===== config.mk =====
export PLATFORM = sky130hd
export DESIGN_NAME = mpadd_seq_flat
export DESIGN_NICKNAME = d
export VERILOG_FILES = /design/src/rtl/mpadd_seq_if.sv /design/src/rtl/mpadd_seq.sv /design/src/flat_wrapper.sv
export SDC_FILE = /design/constraint.sdc
export NUM_CORES = 1
export LEC_CHECK = 0
export ABC_AREA = 1
export ABC_CLOCK_PERIOD_IN_PS = 7370
export BUFFER_PORTS_ARGS = -buffer_cell sky130_fd_sc_hd__buf_2
export CAP_MARGIN = 20
export CORE_MARGIN = 2
export CORE_UTILIZATION = 60
export DETAILED_ROUTE_END_ITERATION = 16
export PLACE_DENSITY = 0.86
export SETUP_SLACK_MARGIN = 0.3
export SLEW_MARGIN = 20
export SYNTH_ARGS = -nofsm -noshare
export SYNTH_HDL_FRONTEND = slang
export SYNTH_SLANG_ARGS = --single-unit

===== constraint.sdc =====
create_clock -name clk -period 7.37 [get_ports clk]
set_clock_uncertainty 0.05 [all_clocks]
set_input_delay 0.3685 -clock clk [delete_from_list [all_inputs] [get_ports clk]]
set_output_delay 0.3685 -clock clk [all_outputs]
set_load 0.02 [all_outputs]

===== src/rtl/mpadd_seq_if.sv =====
// Request/result bundle between a controller and the multi-precision add sequencer.
// The controller drives operands and start; the sequencer returns status and result.
interface mpadd_seq_if #(
   parameter int W     = 16,
   parameter int WORDS = 4
);
   logic                 start;
   logic                 sub;
   logic                 cin;
   logic [W*WORDS-1:0]   a;
   logic [W*WORDS-1:0]   b;
   logic                 busy;
   logic                 done;
   logic [W*WORDS-1:0]   sum;
   logic                 cout;

   modport master (
      output start, sub, cin, a, b,
      input  busy, done, sum, cout
   );

   modport slave (
      input  start, sub, cin, a, b,
      output busy, done, sum, cout
   );
endinterface


===== src/rtl/mpadd_seq.sv =====
// Multi-precision add/subtract sequencer: one W-bit slice reused LSW to MSW,
// with the inter-word carry chained through a register.
module mpadd_seq #(
   parameter int W     = 16,
   parameter int WORDS = 4
) (
   input  logic        clk,
   input  logic        rst_n,
   mpadd_seq_if.slave  bus
);
   localparam int IW = (WORDS > 1) ? $clog2(WORDS) : 1;

   typedef enum logic [1:0] {IDLE, RUN, DONE} state_t;

   state_t                     state, state_nxt;
   logic [WORDS-1:0][W-1:0]    a_q, b_q, sum_q;
   logic                       carry_q;
   logic                       cout_q;
   logic [IW-1:0]              idx_q;
   logic                       last_w;
   logic [W-1:0]               s_w;
   logic                       c_w;

   // Subtraction arrives here already as a + ~b + 1, so the slice only ever adds.
   assign {c_w, s_w} = {1'b0, a_q[idx_q]} + {1'b0, b_q[idx_q]} + {{W{1'b0}}, carry_q};
   assign last_w     = (idx_q == IW'(WORDS - 1));

   always_ff @(posedge clk or negedge rst_n) begin
      if (!rst_n) begin
         state <= IDLE;
      end else begin
         state <= state_nxt;
      end
   end

   always_comb begin
      state_nxt = state;
      case (state)
         IDLE:    if (bus.start) state_nxt = RUN;
         RUN:     if (last_w)    state_nxt = DONE;
         DONE:                   state_nxt = IDLE;
         default:                state_nxt = IDLE;
      endcase
   end

   always_comb begin
      bus.busy = (state == RUN);
      bus.done = (state == DONE);
   end

   always_ff @(posedge clk or negedge rst_n) begin
      if (!rst_n) begin
         a_q     <= '0;
         b_q     <= '0;
         sum_q   <= '0;
         carry_q <= 1'b0;
         cout_q  <= 1'b0;
         idx_q   <= '0;
      end else begin
         case (state)
            IDLE: begin
               if (bus.start) begin
                  a_q     <= bus.a;
                  b_q     <= bus.sub ? ~bus.b : bus.b;
                  carry_q <= bus.sub ? 1'b1 : bus.cin;
                  idx_q   <= '0;
                  sum_q   <= '0;
               end
            end
            RUN: begin
               sum_q[idx_q] <= s_w;
               carry_q      <= c_w;
               // Index saturates on the last word so it never leaves 0..WORDS-1.
               if (last_w) begin
                  cout_q <= c_w;
               end else begin
                  idx_q <= idx_q + 1'b1;
               end
            end
            default: ;
         endcase
      end
   end

   assign bus.sum  = sum_q;
   assign bus.cout = cout_q;
endmodule


===== src/flat_wrapper.sv =====
// flat-port wrapper written by rule: the top's interface ports become plain ports
module mpadd_seq_flat 
#(
   parameter int W     = 16,
   parameter int WORDS = 4
)
  (clk, rst_n, bus_start, bus_sub, bus_cin, bus_a, bus_b, bus_busy, bus_done, bus_sum, bus_cout);
  mpadd_seq_if #(.W(W), .WORDS(WORDS)) bus_i ();
  input  logic clk;
  input  logic rst_n;
  input wire logic [$bits(bus_i.start)-1:0] bus_start;
  input wire logic [$bits(bus_i.sub)-1:0] bus_sub;
  input wire logic [$bits(bus_i.cin)-1:0] bus_cin;
  input wire logic [$bits(bus_i.a)-1:0] bus_a;
  input wire logic [$bits(bus_i.b)-1:0] bus_b;
  output wire logic [$bits(bus_i.busy)-1:0] bus_busy;
  output wire logic [$bits(bus_i.done)-1:0] bus_done;
  output wire logic [$bits(bus_i.sum)-1:0] bus_sum;
  output wire logic [$bits(bus_i.cout)-1:0] bus_cout;
  assign bus_i.start = bus_start;
  assign bus_i.sub = bus_sub;
  assign bus_i.cin = bus_cin;
  assign bus_i.a = bus_a;
  assign bus_i.b = bus_b;
  assign bus_busy = bus_i.busy;
  assign bus_done = bus_i.done;
  assign bus_sum = bus_i.sum;
  assign bus_cout = bus_i.cout;
  mpadd_seq #(.W(W), .WORDS(WORDS)) u_core (.clk(clk), .rst_n(rst_n), .bus(bus_i));
endmodule

==> results of run 1 <==
worst max-delay path by stage:
stage,from,depth (start not counted),end,slack (ps)
after global routing,u_core.idx_q[1],10,u_core.bus.sum[20],3590
after detailed placement,u_core.idx_q[1],10,u_core.bus.sum[20],3900
after floorplan,u_core.idx_q[0],15,u_core.carry_q,4740
after global placement,u_core.idx_q[1],10,u_core.bus.sum[4],3990
after CTS,u_core.idx_q[1],10,u_core.bus.sum[20],3860
final,u_core.idx_q[1],10,u_core.bus.sum[20],3870
state kept, by name, indices dropped and copies added, names as in the netlist:
signal	count
u_core.a_q	64
u_core.b_q	64
u_core.carry_q	1
u_core.bus.sum	64
u_core.idx_q	2
u_core.bus.cout	1
u_core.state	2
Yosys cell counts:
master    count
nand2_1     450
dfrtp_1     198
o21ai_0      97
nor2_1       82
xnor2_1      69
o21ai_1      62
nand3_1      48
inv_1        45
buf_2        37
o22ai_1      32
ha_1         19
clkbuf_1     17
a21oi_1       7
inv_4         4
nor2_4        4
buf_4         3
buf_6         3
inv_2         3
nand2_4       3
nand4_1       3
fa_1          2
nor3_1        2
a211oi_1      1
and2_1        1
nand2_2       1
nand3b_1      1
xor2_1        1
kinds of logic (layout without fill, tap and decap cells):
logic type	Yosys count	after routing	synth area share [%]
and+or+nand+nor	595	595	24.2
adders and majority gates	21	21	2.85
DFF	198	198	50.8
xor gates and xnor gates	70	70	6.28
buffers and inverters	112	288	5.23
AOI/OAI and AO/OA	199	199	10.6
stage by stage:
step	power [mW]	setup slack [ps]	instance area, um^2	std cells
finish	6.32	3870	11400	1587
global route	6.80	3590	11400	1587
global placement	5.17	3990	10800	1555
floorplan	4.25	4740	9760	1195
CTS	6.26	3860	11400	1586
detailed placement	5.25	3900	10800	1555
report_power, final:
part           internal [mW]  switching, mW
Sequential              1.57          0.290
Clock                  0.544          0.433
Combinational           1.08           2.41
per-layer routing:
layer	global-route usage, %	share of wire, %	vias to the layer above
met5	0	0	-
li1	-	-	4160
met3	5.75	7.7	59
met2	48.2	46	459
met4	11.4	3.1	0
met1	43.2	43	4036
cell type report:
cell class	count	area, um^2
sequential	198	4960
fill	1210	4470
multi-input combinational	885	4290
timing repair buffer	205	1070
clock buffer	17	425
tap	216	270
inverter	52	208
clock inverter	14	190
==> results.sh, run 1 <==
export IMPL_ctsResizeCount=0
export IMPL_outcome="finished, violations left"
export IMPL_fmax_mhz=286
export IMPL_min_period_over_period_pct=47.5
export IMPL_route_detailed_drc=0
export IMPL_postSynthAreaPerCell_um2=8.17
export IMPL_syn_num_nets=1349
export IMPL_drv_cap=0
export IMPL_overflow=0
export IMPL_place_congestion=1.06
export IMPL_grt_usage_pct=30.8
export IMPL_synth_cell_types=27
export IMPL_drt_iter0_drc=775
export IMPL_ios=200
export IMPL_via_per_inst=5.49
export IMPL_avgRoutedWirePerCell_um=16.2
export IMPL_h_tree_depth=4
export IMPL_clock_path_buffers=2
export IMPL_final_nets=1513
export IMPL_finish_utilization_pct=71.9
export IMPL_chipHeight_um=132
export IMPL_synth_top_cell_area_share_pct=50.8
export IMPL_cp_start_kind="flop"
export IMPL_postCtsHoldBufs=0
export IMPL_critical_path_top_delay_family="adder cells"
export IMPL_layout_min_cycle_time_ps=3500
export IMPL_drt_pass1_iter_count=5
export IMPL_drtAntennaViolNets=0
export IMPL_worstSkewPairLatency_ps=440
export IMPL_cts_setup_buffers=0
export IMPL_ir_drop_uv=309
export IMPL_r2r_start="u_core.idx_q[1]"
export IMPL_clk_pin_slew_ps=70
export IMPL_layout_drive_gt1_share_pct=18.5
export IMPL_vias=8714
export IMPL_diodes=0
export IMPL_path_max_fanout=35
export IMPL_grt_pass1_vias=8430
export IMPL_power_density_nw_per_um2=554
export IMPL_grt_max_degree=134
export IMPL_violations="hold timing"
export IMPL_slew_headroom_pct=33.1
export IMPL_final_cell_mix="nand2_1, buf_2, dfrtp_1"
export IMPL_dp_final_hpwl_um=18100
export IMPL_worst_pin_slew_ps=1000
export IMPL_cp_arrival_ps=3740
export IMPL_portBuffers=199
export IMPL_final_common_cell="nand2_1"
export IMPL_path_buf_inv=2
export IMPL_final_hold_violation_count=5
export IMPL_numCtsBuffers=17
export IMPL_numClockSinks=198
export IMPL_area_growth_pct=17.0
export IMPL_slew_viol_final=0
export IMPL_syn_area_um2=9760
export IMPL_core_region_area_um2=15900
export IMPL_r2r_slack_ps=3870
export IMPL_hold_ws_ps=-14.2
export IMPL_ys_warn_count=0
export IMPL_crit_type="flop to flop"
export IMPL_antenna_found_initial=0
export IMPL_slowest_stage="inv_1"
export IMPL_ys_seq_area_share_pct=50.8
export IMPL_synth_seq_cells=198
export IMPL_cpPeakStageDelay_ps=540
export IMPL_start_util_pct=61.4
export IMPL_cts_root_buf="clkbuf_16"
export IMPL_die_w_um=132
export IMPL_synth_area_leaders="dfrtp_1, nand2_1, xnor2_1"
export IMPL_grt_pass1_wl_um=42500
export IMPL_crit_chain="buf_4, inv_1, o21ai_0, o22ai_1, fa_1, fa_1, nand3_1, nand3_1, xnor2_1, o21ai_0"
export IMPL_synthCells=1195
export IMPL_num_rows=46
export IMPL_critPathRequiredTime_ps=7610
export IMPL_ff2ff_path_depth=10
export IMPL_leakage_nw=6.05
export IMPL_cts_tree="yes"
export IMPL_fin_tns_setup_ps=0
export IMPL_crit_path_end_kind="flop"
export IMPL_setup_violations_final=0
export IMPL_dieArea_um2=17300
export IMPL_worstHoldPathType="input pin to async pin"
export IMPL_yosysTopAreaCell="dfrtp_1"
export IMPL_rsz0062_at_grt="false"
export IMPL_wirelength_um=25700
export IMPL_r2r_end="u_core.bus.sum[20]"
(Power assumes the default switching activity.)
==> run 2: changes to the inputs <==
--- a/config.mk
+++ b/config.mk
@@ -5,14 +5,14 @@
 export SDC_FILE = /design/constraint.sdc
 export NUM_CORES = 1
 export LEC_CHECK = 0
-export ABC_AREA = 1
-export ABC_CLOCK_PERIOD_IN_PS = 7370
+export ABC_AREA = 0
+export ABC_CLOCK_PERIOD_IN_PS = 2950
 export BUFFER_PORTS_ARGS = -buffer_cell sky130_fd_sc_hd__buf_2
 export CAP_MARGIN = 20
 export CORE_MARGIN = 2
-export CORE_UTILIZATION = 60
+export CORE_UTILIZATION = 49
 export DETAILED_ROUTE_END_ITERATION = 16
-export PLACE_DENSITY = 0.86
+export PLACE_DENSITY = 0.76
 export SETUP_SLACK_MARGIN = 0.3
 export SLEW_MARGIN = 20
 export SYNTH_ARGS = -nofsm -noshare
==> constraint.sdc (replaced) <==
create_clock -name clk -period 2.95 [get_ports clk]
set_clock_uncertainty 0.05 [all_clocks]
set_input_delay 0.1475 -clock clk [delete_from_list [all_inputs] [get_ports clk]]
set_output_delay 0.1475 -clock clk [all_outputs]
set_load 0.02 [all_outputs]
==> run 2 against run 1 <==
Net effect:
- the flow finishes with violations (hold timing, setup timing)
- register-to-register slack got worse by 4200 ps
- combinational power increased to 3.1 times the previous value
- non-clock buffer count increased by 173
- area after synthesis decreased by 5.3%
- die area increased by 15%
- sequential share of layout area decreased by 5.0 points
==> results.sh, run 2 <==
export IMPL_fillCellCount=1234
export IMPL_critical_path_top_delay_family="compound AO/OA/AOI/OAI gates"
export IMPL_avgRoutedWirePerCell_um=19.7
export IMPL_drtAntennaViolNets=0
export IMPL_path_buf_inv=0
export IMPL_path_max_fanout=5
export IMPL_slew_headroom_pct=27.6
export IMPL_overflow=0
export IMPL_ys_warn_count=0
export IMPL_ios=200
export IMPL_vias=8278
export IMPL_final_nets=1382
export IMPL_final_cell_mix="nand2_1, buf_2, dfrtp_1"
export IMPL_dp_final_hpwl_um=17200
export IMPL_h_tree_depth=4
export IMPL_synth_area_leaders="dfrtp_1, nand2_1, mux4_2"
export IMPL_portBuffers=199
export IMPL_cts_root_buf="clkbuf_16"
export IMPL_worst_pin_slew_ps=1080
export IMPL_drv_cap=0
export IMPL_num_rows=50
export IMPL_multi_input_area_um2=4320
export IMPL_via_per_inst=5.61
export IMPL_crit_path_end_kind="flop"
export IMPL_syn_area_um2=9240
export IMPL_postSynthAreaPerCell_um2=10.4
export IMPL_dieArea_um2=20000
export IMPL_area_growth_pct=39.7
export IMPL_chipHeight_um=141
export IMPL_cpPeakStageDelay_ps=550
export IMPL_wirelength_um=29100
export IMPL_synth_top_cell_area_share_pct=53.6
export IMPL_yosysTopAreaCell="dfrtp_1"
export IMPL_slew_viol_final=0
export IMPL_cp_common_cell="fa_2"
export IMPL_syn_num_nets=1042
export IMPL_final_common_cell="nand2_1"
export IMPL_layout_min_cycle_time_ps=3260
export IMPL_violations="hold timing, setup timing"
export IMPL_die_w_um=141
export IMPL_crit_type="flop to flop"
export IMPL_diodes=0
export IMPL_cp_arrival_ps=3560
export IMPL_final_hold_violation_count=1
export IMPL_seq_area_um2=4960
export IMPL_synth_seq_cells=198
export IMPL_min_period_over_period_pct=110
export IMPL_worstSkewPairLatency_ps=440
export IMPL_fin_tns_setup_ps=-5180
export IMPL_cts_tree="yes"
export IMPL_grt_pass1_wl_um=44300
export IMPL_power_density_nw_per_um2=1380
export IMPL_hold_ws_ps=-22.8
export IMPL_clk_pin_slew_ps=70
export IMPL_start_util_pct=49.7
export IMPL_critPathRequiredTime_ps=3250
export IMPL_layout_drive_gt1_share_pct=29.2
export IMPL_synth_flop_cell="dfrtp_1"
export IMPL_cp_start_kind="flop"
export IMPL_post_place_ws_ps=-336
export IMPL_synth_cell_types=42
export IMPL_clock_path_buffers=2
export IMPL_slowest_stage="mux4_2"
export IMPL_grt_usage_pct=28.9
export IMPL_place_congestion=0.849
export IMPL_numCtsBuffers=17
export IMPL_postSynth_asyncResetShare_pct=100
export IMPL_layout_setup_ws_ps=-306
export IMPL_worstHoldPathType="input pin to flop"
export IMPL_synth_most_common_cell="nand2_1"
export IMPL_route_detailed_drc=0
export IMPL_fmax_mhz=307
export IMPL_leakage_nw=6.30
export IMPL_grt_max_degree=91
export IMPL_crit_chain="mux4_2, fa_2, fa_2, a21o_1, a31oi_4, nor3_2, a221o_2, mux2_4, a31oi_2"
export IMPL_antenna_found_initial=0
export IMPL_drt_iter0_drc=583
export IMPL_outcome="finished, violations left"
export IMPL_numClockSinks=198
export IMPL_rsz0062_at_grt="true"
export IMPL_core_region_area_um2=18600
export IMPL_ys_seq_area_share_pct=53.6
export IMPL_synthCells=888
export IMPL_drt_pass1_iter_count=5
export IMPL_setup_violations_final=34
export IMPL_synth_edf_count=0
export IMPL_ir_drop_uv=861
export IMPL_synth_common_cells="nand2_1, dfrtp_1, o21ai_0"
export IMPL_grt_pass1_vias=8489
## run 2: cell types whose count changed in the layout (fill, tap and decap cells not counted), moves of 36 or more
cell | before | now
a22o_1 | 0 | 44
buf_4 | 4 | 55
dlygate4sd3_1 | 0 | 119
inv_1 | 44 | 8
nand2_1 | 450 | 282
nand3_1 | 48 | 6
nor2_1 | 82 | 7
o21ai_1 | 62 | 7
## run 2: repair_timing
item | in CTS | in global routing
pin swaps | 11 | 13
setup endpoints to repair | 50 | 54
hold endpoints to repair | 205 | 0
hold buffers | 119 | 0
setup buffers | 3 | 3
gates resized for setup | 25 | 31
## run 2: per-layer routing
layer | share of wire [%] | track usage [%]
met1 | 39 | 35.0
met2 | 50 | 49.5
met3 | 5.9 | 5.10
met4 | 4.9 | 15.4
met5 | 0 | 0
## run 2: tightest hold or removal path, cell delays in order
cell     delay [ps]
buf_2            90
xnor2_1         110
o21ai_0          70
## run 2: area by class of cell
class	count	share of cell area (%)
well taps	234	2.27
clock inverters	12	1.28
clock buffers	20	3.46
flip-flops and latches	198	38.4
repair buffers	378	20.9
inverters	9	0.262
multi-input cells	624	33.4
## run 2: final timing paths
| check | end | cells past startpoint | start | slack (ps) |
|---|---|---|---|---|
| worst max-delay path | u_core.bus.sum[46] | 9 | u_core.idx_q[0] | -310 |
| worst min-delay path | u_core.b_q[19] | 3 | bus_b[19] | -20 |
| worst max register to register | u_core.bus.sum[46] | 9 | u_core.idx_q[0] | -310 |
| worst min register to register | u_core.b_q[43] | 2 | u_core.b_q[43] | 430 |
| max in group asynchronous | u_core.a_q[47] | 3 | rst_n | 1680 |
| min in group asynchronous | u_core.bus.sum[0] | 2 | rst_n | 270 |
## run 2: logic make-up (layout without fill, tap and decap cells)
group	count (synthesis)	count (layout)	share of synthesized area, %
AND/OR/NAND/NOR	315	315	13.3
flip-flops	198	198	53.6
AO/OA/AOI/OAI	178	178	12.0
XOR/XNOR	76	76	7.20
buffers and inverters	66	419	2.83
multiplexers	34	34	8.07
adder cells (fa/ha/maj)	21	21	3.01
## run 2: metrics by stage
| step | std cells | instance area, um^2 | util [%] | power, mW | hold slack (ps) |
|---|---|---|---|---|---|
| floorplan | 888 | 9270 | - | 10.0 | -198 |
| global placement | 1318 | 10800 | 58.0 | 12.9 | 206 |
| detailed placement | 1318 | 10800 | 58.0 | 13.2 | 202 |
| CTS | 1472 | 12700 | 68.4 | 16.4 | 0.842 |
| global route | 1475 | 12900 | 69.5 | 18.7 | -26.3 |
| finish | 1475 | 12900 | 69.5 | 17.8 | -22.8 |
## run 2: power by group
| part | switching, mW | internal, mW |
|---|---|---|
| combinational | 5.95 | 4.73 |
| sequential | 0.774 | 3.92 |
| clock | 1.04 | 1.37 |
==> run 3: changes to the inputs <==
--- a/config.mk
+++ b/config.mk
@@ -9,8 +9,10 @@
 export ABC_CLOCK_PERIOD_IN_PS = 2950
 export BUFFER_PORTS_ARGS = -buffer_cell sky130_fd_sc_hd__buf_2
 export CAP_MARGIN = 20
+export CELL_PAD_IN_SITES_DETAIL_PLACEMENT = 1
+export CELL_PAD_IN_SITES_GLOBAL_PLACEMENT = 1
 export CORE_MARGIN = 2
-export CORE_UTILIZATION = 49
+export CORE_UTILIZATION = 38
 export DETAILED_ROUTE_END_ITERATION = 16
 export PLACE_DENSITY = 0.76
 export SETUP_SLACK_MARGIN = 0.3
==> run 3 against run 2 <==
Net effect:
- the flow finishes with violations (setup timing)
- maximum frequency down 4.2%
- wire length up 17%
- cell area up 1.3%
- combinational power about the same
- critical path type unchanged
- worst setup slack worse by 140 ps
- via count up 1.1%
- sequential power up 2%
- non-clock buffer count up 9
- clock power about the same
==> results.sh, run 3 (synthesis results as in run 2) <==
export IMPL_ff2ff_path_depth=12
export IMPL_dp_final_hpwl_um=20800
export IMPL_drtAntennaViolNets=0
export IMPL_crit_type="flop to flop"
export IMPL_slew_viol_final=0
export IMPL_hold_ws_ps=17.7
export IMPL_grt_pass1_vias=9373
export IMPL_core_region_area_um2=24100
export IMPL_num_rows=57
export IMPL_portBuffers=199
export IMPL_cts_root_buf="clkbuf_16"
export IMPL_worstHoldEndpoint="u_core.b_q[19]"
export IMPL_fillCellCount=2698
export IMPL_min_period_over_period_pct=115
export IMPL_overflow=0
export IMPL_dieArea_um2=25600
export IMPL_rsz0062_at_grt="true"
export IMPL_layout_drive_gt1_share_pct=29.7
export IMPL_layout_setup_ws_ps=-448
export IMPL_cpPeakStageDelay_ps=570
export IMPL_critical_path_top_delay_family="compound AO/OA/AOI/OAI gates"
export IMPL_finish_utilization_pct=54.3
export IMPL_antenna_found_initial=1
export IMPL_critPathRequiredTime_ps=3210
export IMPL_min_from="bus_b[19]"
export IMPL_drt_iter0_drc=594
export IMPL_r2r_start="u_core.idx_q[0]"
export IMPL_h_tree_depth=4
export IMPL_ir_drop_uv=792
export IMPL_placed_cell_area_um2=10900
export IMPL_cts_tree="yes"
export IMPL_vias=8367
export IMPL_slew_headroom_pct=44.8
export IMPL_fmax_mhz=294
export IMPL_r2r_end="u_core.bus.sum[8]"
export IMPL_crit_path_end_kind="flop"
export IMPL_chipHeight_um=160
export IMPL_violations="setup timing"
export IMPL_cp_arrival_ps=3660
export IMPL_grt_usage_pct=27.1
export IMPL_via_per_inst=5.31
export IMPL_final_nets=1391
export IMPL_slowest_stage="mux4_2"
export IMPL_worstHoldPathType="input pin to flop"
export IMPL_r2r_slack_ps=-450
export IMPL_area_growth_pct=41.6
export IMPL_crit_chain="mux4_2, fa_2, fa_2, a21o_1, a31oi_4, buf_4, buf_6, o21bai_1, a21oi_2, xor2_1, buf_4, o21ai_0"
export IMPL_start_util_pct=38.3
export IMPL_path_max_fanout=5
export IMPL_avgRoutedWirePerCell_um=21.7
export IMPL_leakage_nw=6.34
export IMPL_clock_path_buffers=2
export IMPL_final_cell_area_um2=13100
export IMPL_route_detailed_drc=0
export IMPL_wirelength_um=34100
export IMPL_cp_start_kind="flop"
export IMPL_dr_wl_met2_um=17500
export IMPL_hold_path_depth=3
export IMPL_path_buf_inv=3
export IMPL_grt_pass1_wl_um=53300
export IMPL_worstSkewPairLatency_ps=450
export IMPL_final_cell_mix="nand2_1, buf_2, dfrtp_1"
export IMPL_clk_pin_slew_ps=80
export IMPL_drv_cap=0
export IMPL_outcome="finished, violations left"
export IMPL_met1Wirelength_um=13300
export IMPL_die_w_um=160
export IMPL_ios=200
export IMPL_numCtsBuffers=17
export IMPL_drt_pass1_iter_count=5
export IMPL_highest_layer="met4"
export IMPL_place_congestion=0.852
export IMPL_worst_pin_slew_ps=827
export IMPL_layout_min_cycle_time_ps=3400
export IMPL_final_hold_violation_count=0
export IMPL_grt_max_degree=72
export IMPL_final_common_cell="nand2_1"
export IMPL_numClockSinks=198
export IMPL_power_density_nw_per_um2=1390
export IMPL_setup_violations_final=50
export IMPL_routed_wl_met3_um=2010
==> run 3: cell types whose count changed in the layout (fill, tap and decap cells not counted), sizes merged <==
cell / change
buf: +10
clkinv: +2
bufinv: -1
clkinvlp: -1
diode: +1
dlygate4sd3: -1
==> run 3: cell type report <==
cell class / instances / area [um^2] / area share [%]
inverters: 9 / 33.8 / 0.258
repair buffers: 387 / 2790 / 21.3
multi-input cells: 624 / 4310 / 32.9
well taps: 324 / 405 / 3.10
diodes: 1 / 2.50 / 0.0191
clock buffers: 20 / 447 / 3.41
flip-flops and latches: 198 / 4960 / 37.9
clock inverters: 12 / 144 / 1.10
==> run 3: worst reg2reg max path: cells and delay by family (launching register included) <==
kind	cells	cell delay [ps]
compound gates	5	790
fa+ha+maj	2	750
mux	1	570
flops	1	450
buf+inv	3	410
xor+xnor	1	250
==> run 3: worst max path at each step <==
stage	cells after the start	end	start	slack, ps
after floorplan	11	u_core.bus.sum[14]	u_core.idx_q[0]	-190
after global placement	9	u_core.bus.cout	u_core.idx_q[0]	-260
after detailed placement	9	u_core.bus.sum[28]	u_core.idx_q[0]	-330
after CTS	9	u_core.bus.sum[44]	u_core.idx_q[0]	-320
after global routing	12	u_core.bus.sum[8]	u_core.idx_q[0]	-520
final	12	u_core.bus.sum[8]	u_core.idx_q[0]	-450
==> run 3: repair_timing <==
action | CTS | global route
hold buffers | 118 | 0
endpoints found under the setup margin | 54 | 58
hold endpoints to repair | 184 | 0
gates resized for setup | 42 | 11
pin swaps | 13 | 5
buffers inserted | 11 | 3
==> run 3: where the power goes <==
group / switching (mW) / leakage [nW] / internal [mW]
Sequential: 0.867 / 2.50 / 3.92
Combinational: 6.11 / 3.56 / 4.94
Clock: 1.11 / 0.284 / 1.29
Total: 8.09 / 6.34 / 10.1
==> run 3: routing by layer <==
metal | vias up | global-route usage [%]
li1 | 3704 | -
met1 | 4229 | 32.3
met2 | 345 | 47.6
met3 | 89 | 5.66
met4 | 0 | 11.6
met5 | - | 0
==> run 3: metrics by stage <==
stage               setup WS, ps  std cells  setup TNS [ps]  power (mW)
floorplan                   -190        888           -1820        10.0
global placement            -258       1409           -4220        13.1
detailed placement          -334       1409           -7910        13.6
CTS                         -318       1570           -4640        17.4
global route                -516       1575          -15160        19.3
finish                      -448       1575          -10020        18.2
